==> src/rtl/ascon_serial_ctrl.sv <==
`default_nettype none
// ============================================================================
// Module   : ascon_serial_ctrl
// Brief    : Loads one parallel request into the bit-serial ASCON core, starts
//            it, and collects the serial data and tag into parallel results.
//            Optional tag comparison is enabled by defining ASCON_TAG_CHECK_EN.
// Revision : 1.0 - initial release
// ============================================================================
module ascon_serial_ctrl #(
    parameter int KEY_W           = 128,
    parameter int NONCE_W         = 128,
    parameter int AD_W            = 40,
    parameter int DATA_W          = 104,
    parameter int CORE_RST_CYCLES = 2,
    parameter int START_CYCLES    = 3,
    parameter int READ_DELAY      = 2,
    parameter int TIMEOUT         = 1024
) (
    input  logic               clk,
    input  logic               rst,
    input  logic               req_valid_i,
    output logic               req_ready_o,
    input  logic               decrypt_i,
    input  logic [KEY_W-1:0]   key_i,
    input  logic [NONCE_W-1:0] nonce_i,
    input  logic [AD_W-1:0]    ad_i,
    input  logic [DATA_W-1:0]  data_i,
`ifdef ASCON_TAG_CHECK_EN
    input  logic [127:0]       exp_tag_i,
    output logic               tag_ok_o,
`endif
    output logic               core_rst_o,
    output logic               keyxSI,
    output logic               noncexSI,
    output logic               associated_dataxSI,
    output logic               output_dataxSI,
    output logic               ascon_startxSI,
    output logic               decrypt,
    input  logic               output_dataxSO,
    input  logic               tagxSO,
    input  logic               ascon_readyxSO,
    output logic               res_valid_o,
    output logic [DATA_W-1:0]  res_data_o,
    output logic [127:0]       res_tag_o,
    output logic               res_err_o,
    output logic               busy_o
);

    localparam int c_tag_w     = 128;
    localparam int c_max_kn    = (KEY_W > NONCE_W) ? KEY_W : NONCE_W;
    localparam int c_max_ad    = (AD_W > DATA_W) ? AD_W : DATA_W;
    localparam int c_shift_len = (c_max_kn > c_max_ad) ? c_max_kn : c_max_ad;
    localparam int c_cnt_max   = (c_shift_len > TIMEOUT) ? c_shift_len : TIMEOUT;
    localparam int c_cnt_w     = $clog2(c_cnt_max) + 1;

    localparam logic [c_cnt_w-1:0] c_crst_last    = c_cnt_w'(CORE_RST_CYCLES - 1);
    localparam logic [c_cnt_w-1:0] c_shift_last   = c_cnt_w'(c_shift_len - 1);
    localparam logic [c_cnt_w-1:0] c_start_last   = c_cnt_w'(START_CYCLES - 1);
    localparam logic [c_cnt_w-1:0] c_delay_last   = c_cnt_w'(READ_DELAY - 1);
    localparam logic [c_cnt_w-1:0] c_timeout_last = c_cnt_w'(TIMEOUT - 1);
    localparam logic [c_cnt_w-1:0] c_data_cnt     = c_cnt_w'(DATA_W);
    localparam logic [c_cnt_w-1:0] c_tag_cnt      = c_cnt_w'(c_tag_w);

    typedef enum logic [2:0] {
        S_IDLE  = 3'd0,
        S_CRST  = 3'd1,
        S_LOAD  = 3'd2,
        S_START = 3'd3,
        S_WAIT  = 3'd4,
        S_DELAY = 3'd5,
        S_READ  = 3'd6,
        S_DONE  = 3'd7
    } state_t;

    state_t             r_state;
    logic [c_cnt_w-1:0] r_cnt;
    logic [KEY_W-1:0]   r_key;
    logic [NONCE_W-1:0] r_nonce;
    logic [AD_W-1:0]    r_ad;
    logic [DATA_W-1:0]  r_data;

    logic w_accept;
    logic w_read_last;
    logic w_shift_en;

    assign w_accept    = req_valid_i & req_ready_o;
    assign w_read_last = (r_state == S_READ) && (r_cnt == c_shift_last);
    // The frame shifts out MSB first; the zero fill makes short fields read 0
    // once exhausted.
    assign w_shift_en  = ((r_state == S_CRST) && (r_cnt == c_crst_last)) ||
                         ((r_state == S_LOAD) && (r_cnt != c_shift_last));

    always_ff @(posedge clk or posedge rst) begin
        if (rst) begin
            r_state            <= S_IDLE;
            r_cnt              <= '0;
            r_key              <= '0;
            r_nonce            <= '0;
            r_ad               <= '0;
            r_data             <= '0;
            req_ready_o        <= 1'b0;
            busy_o             <= 1'b0;
            core_rst_o         <= 1'b1;
            keyxSI             <= 1'b0;
            noncexSI           <= 1'b0;
            associated_dataxSI <= 1'b0;
            output_dataxSI     <= 1'b0;
            ascon_startxSI     <= 1'b0;
            decrypt            <= 1'b0;
            res_valid_o        <= 1'b0;
            res_data_o         <= '0;
            res_tag_o          <= '0;
            res_err_o          <= 1'b0;
        end else begin
            case (r_state)
                S_IDLE: begin
                    core_rst_o  <= 1'b0;
                    req_ready_o <= 1'b1;
                    if (w_accept) begin
                        r_key       <= key_i;
                        r_nonce     <= nonce_i;
                        r_ad        <= ad_i;
                        r_data      <= data_i;
                        decrypt     <= decrypt_i;
                        res_data_o  <= '0;
                        res_tag_o   <= '0;
                        res_err_o   <= 1'b0;
                        core_rst_o  <= 1'b1;
                        req_ready_o <= 1'b0;
                        busy_o      <= 1'b1;
                        r_cnt       <= '0;
                        r_state     <= S_CRST;
                    end
                end
                S_CRST: begin
                    if (r_cnt == c_crst_last) begin
                        core_rst_o <= 1'b0;
                        r_cnt      <= '0;
                        r_state    <= S_LOAD;
                    end else begin
                        r_cnt <= r_cnt + 1'b1;
                    end
                end
                S_LOAD: begin
                    if (r_cnt == c_shift_last) begin
                        keyxSI             <= 1'b0;
                        noncexSI           <= 1'b0;
                        associated_dataxSI <= 1'b0;
                        output_dataxSI     <= 1'b0;
                        ascon_startxSI     <= 1'b1;
                        r_cnt              <= '0;
                        r_state            <= S_START;
                    end else begin
                        r_cnt <= r_cnt + 1'b1;
                    end
                end
                S_START: begin
                    if (r_cnt == c_start_last) begin
                        ascon_startxSI <= 1'b0;
                        r_cnt          <= '0;
                        r_state        <= S_WAIT;
                    end else begin
                        r_cnt <= r_cnt + 1'b1;
                    end
                end
                S_WAIT: begin
                    if (ascon_readyxSO) begin
                        r_cnt   <= '0;
                        r_state <= S_DELAY;
                    end else if (r_cnt == c_timeout_last) begin
                        res_err_o   <= 1'b1;
                        res_valid_o <= 1'b1;
                        r_state     <= S_DONE;
                    end else begin
                        r_cnt <= r_cnt + 1'b1;
                    end
                end
                S_DELAY: begin
                    if (r_cnt == c_delay_last) begin
                        r_cnt   <= '0;
                        r_state <= S_READ;
                    end else begin
                        r_cnt <= r_cnt + 1'b1;
                    end
                end
                S_READ: begin
                    // Shifting in at the MSB leaves the first bit at index 0.
                    if (r_cnt < c_data_cnt) begin
                        res_data_o <= {output_dataxSO, res_data_o[DATA_W-1:1]};
                    end
                    if (r_cnt < c_tag_cnt) begin
                        res_tag_o <= {tagxSO, res_tag_o[c_tag_w-1:1]};
                    end
                    if (w_read_last) begin
                        res_valid_o <= 1'b1;
                        r_state     <= S_DONE;
                    end else begin
                        r_cnt <= r_cnt + 1'b1;
                    end
                end
                S_DONE: begin
                    res_valid_o <= 1'b0;
                    req_ready_o <= 1'b1;
                    busy_o      <= 1'b0;
                    r_cnt       <= '0;
                    r_state     <= S_IDLE;
                end
                default: begin
                    r_state <= S_IDLE;
                end
            endcase

            if (w_shift_en) begin
                keyxSI             <= r_key[KEY_W-1];
                noncexSI           <= r_nonce[NONCE_W-1];
                associated_dataxSI <= r_ad[AD_W-1];
                output_dataxSI     <= r_data[DATA_W-1];
                r_key              <= {r_key[KEY_W-2:0], 1'b0};
                r_nonce            <= {r_nonce[NONCE_W-2:0], 1'b0};
                r_ad               <= {r_ad[AD_W-2:0], 1'b0};
                r_data             <= {r_data[DATA_W-2:0], 1'b0};
            end
        end
    end

`ifdef ASCON_TAG_CHECK_EN
    logic [c_tag_w-1:0] r_exp_tag;
    logic [c_tag_w-1:0] w_tag_final;

    // Compare against the tag as it will look once the last READ bit lands,
    // so tag_ok_o is valid in the same cycle as res_valid_o.
    assign w_tag_final = (r_cnt < c_tag_cnt) ? {tagxSO, res_tag_o[c_tag_w-1:1]} : res_tag_o;

    always_ff @(posedge clk or posedge rst) begin
        if (rst) begin
            r_exp_tag <= '0;
            tag_ok_o  <= 1'b0;
        end else if (w_accept) begin
            r_exp_tag <= exp_tag_i;
            tag_ok_o  <= 1'b0;
        end else if (w_read_last) begin
            tag_ok_o  <= decrypt & (w_tag_final == r_exp_tag);
        end
    end
`else
    // Default build: no expected-tag register and no comparator.
`endif

endmodule
`default_nettype wire

==> config.mk <==
export PLATFORM = sky130hd
export DESIGN_NAME = ascon_serial_ctrl
export DESIGN_NICKNAME = d
export VERILOG_FILES = /design/src/rtl/ascon_serial_ctrl.sv
export SDC_FILE = /design/constraint.sdc
export NUM_CORES = 2
export LEC_CHECK = 0
export CAP_MARGIN = 30
export CORE_AREA = 2 2 250 252
export DETAILED_ROUTE_END_ITERATION = 16
export DIE_AREA = 0 0 252 254
export PLACE_DENSITY = 0.72
export SYNTH_ARGS = -nofsm -noshare
export SYNTH_HDL_FRONTEND = slang
export SYNTH_SLANG_ARGS = --single-unit
export TNS_END_PERCENT = 1
==> constraint.sdc <==
create_clock -name clk -period 29.4 [get_ports clk]
set_input_delay 4.41 -clock clk [delete_from_list [all_inputs] [get_ports clk]]
set_output_delay 4.41 -clock clk [all_outputs]
set_load 0.005 [all_outputs]
==> run summary <==
# IOs: 650
Clk slew on worst S/H paths: 0.06 ns
Largest stage delay, worst path: 0.78 ns
Antenna Nets Post-Route: 0
Worst skew pair latency: 0.60 ns
Layout area overhead: 35.2%
Slew @ Worst Pin: 1.19 ns
Crit path depth: 5
Core footprint: 61300 um^2
Worst setup SP type: input pin
Layout cells sized above 1: 4.50%
CTS root buf: clkbuf_16
Starting density of the core: 44.2%
Vias in the first global route: 21800
Area post-placement: 34000 um^2
Hold Fails Final Rpt: 0
Grt total ovfl: 0
CTS tree: built
Deepest clock path buffer count: 3
Die Wd: 252 um
Slowest-stage cell, CP: buf_4
CP max FO: 118
Pwr Total: 0.00189 W
Final period utilization: 24.7%
Setup Viol. Count Final: 0
Hold depth: 2
Dominant cells by area after synthesis: dfrtp_1 61%, nand2_1 18%, a22oi_1 11%
Critical Path AT: 7.90 ns
Leakage power: 17.7 nW
Slew headroom: 20.8%
RSZ-0062 raised after global routing: false
Total CTS buffers: 73
DIE AREA: 64000 um^2
Post-CTS resize count: 0
Sequential area share after synthesis: 60.7%
DR vias: 22700
Yosys reg bits: 657
Setup_tns: 0 ns
# port buffers: 649
Initial antenna violation count: 21
1st-iter DRT viols: 2278
Max-capacitance violation count: 0
Crit path cell chain: clkdlybuf4s50_1 > inv_8 > buf_4 > buf_4 > buf_4
Yosys top cell by area: dfrtp_1
PwrDens: 51.7 nW/um^2
Outcome: complete, no violations
First-pass GRT wire length: 126000 um
Post-CTS setup buffers: 0
Library cells used by synthesis: 45
Setup ws final: 22.14 ns
Crit end category: asynchronous set/reset pin
Crit Path Class: in2async
Drt pass-1 iters: 5
Synth Cell Area: 27100 um^2
Final instance area: 36600 um^2
CP most frequent cell: buf_4
Top achievable clock speed: 138 MHz
Async SR Flop Fraction: 100%
Worst clock skew: 0.0152 ns
Net count, final: 3851
Mapped Cells: 2901
Slew Viols, Final: 0
Syn Area/Cell: 9.34 um^2
Post-DP HPWL: 54000 um
Gr usage total: 25.0%
CTS sink count: 657
CP Buf/Inv Count: 5
RePlAce Congestion: 0.825
Cell row count: 91
Cell total after placement: 4150
Syn Nets: 3311
Most common cell after layout, fill and taps aside: nand2_1
Worst ir drop on vdd: 42.7 uV
Yosys top cell area share: 60.6%
Routed WL per cell: 18.9 um
Commonest cells after routing, fill and taps aside: 1283 x nand2_1, 656 x dfrtp_1, 649 x clkdlybuf4s50_1
Number of synthesized flops with an enable pin: 0
Top FF cell, synth: dfrtp_1
# DRC: 0
Post-Route WL: 81100 um
Hold Buf Count CTS: 0
Ys Warns: 0
Htree depth: 3
Req. time, crit path: 30.04 ns
Fin crit period: 7.26 ns
Die H: 254 um
Largest delay share family, worst path: buffers and inverters
Final cell count without fillers: 4298
Via/cell ratio: 5.29
Pin count of the biggest net entering global routing: 218
Min-Delay Path Class: reg2reg
R2R cell count: 7
Pre-CTS setup slack: 21.33 ns
synth_stat cells, types with 2 or more instances:
master,instances
a2111oi_0,2
a21o_1,2
a21oi_1,13
a22o_1,5
a22oi_1,397
a311o_1,3
a31oi_1,5
and3_1,2
and4_1,2
buf_1,9
buf_2,85
clkbuf_1,125
dfrtp_1,656
ha_1,3
inv_1,9
nand2_1,1283
nand3_1,112
nand4_1,2
nor2_1,10
nor3_1,5
nor3b_1,2
o211ai_1,2
o21ai_0,136
o31ai_1,4
or2_2,2
or3_1,2
xnor2_1,5
routing by layer:
layer  up-vias  share of wire, %  global-route usage [%]
li1      10900                 -                       -
met3       158               7.8                    7.74
met1     11000                41                    32.5
met5         -             0.084                       0
met4        10               2.8                    8.69
met2       716                48                    39.6
stage by stage:
stage	utilization [%]	hold WS, ns
floorplan	-	0.446
global placement	55.3	0.457
detailed placement	55.6	0.463
CTS	59.4	0.477
global route	59.8	0.488
finish	59.8	0.471
worst min-delay path: stages (launching register included):
cell	delay (ns)
dfrtp_1	0.34
nand2_1	0.05
nand2_1	0.05
where the power goes:
part / internal (W) / switching, W
logic: 0.0000493 / 0.0000280
registers: 0.000904 / 0
clock network: 0.000544 / 0.000368
total: 0.00150 / 0.000396
registers in the layout, indices dropped and copies added, names as in the netlist, 3 cells and up:
name        count
r_cnt          11
r_nonce       128
r_ad           40
r_state         3
r_key         128
r_data        104
res_tag_o     128
res_data_o    104
kinds of logic (layout without fill, tap and decap cells):
logic type                 count (synthesis)  count (layout)  share of synthesized area, %
other                                      0              18                             0
xor gates and xnor gates                   5               5                         0.162
DFF                                      657             657                          60.7
buffers and inverters                    228             817                          3.55
adders and majority gates                  3               3                         0.139
and+or+nand+nor                         1430            1430                          20.7
AOI/OAI and AO/OA                        578             578                          14.7
area by class of cell:
cell class	instances	area, um^2
clock buffers	109	2170
multi-input cells	2016	9730
well taps	790	988
clock inverters	15	198
diodes	18	45.0
fillers	5203	24600
inverters	9	41.3
flip-flops and latches	657	16400
repair buffers	684	7000
final timing paths:
path                                  start              to  slack [ns]
max in group clk                req_valid_i     r_nonce[84]       22.43
worst min register to register    r_key[71]       r_key[71]        0.47
worst min-delay path              r_key[71]       r_key[71]        0.47
min in group asynchronous               rst       r_key[86]        4.38
worst max register to register   r_state[1]       r_key[41]       25.20
worst max-delay path                    rst  res_data_o[42]       22.14
Note: power is estimated with default switching activity, not from simulation.
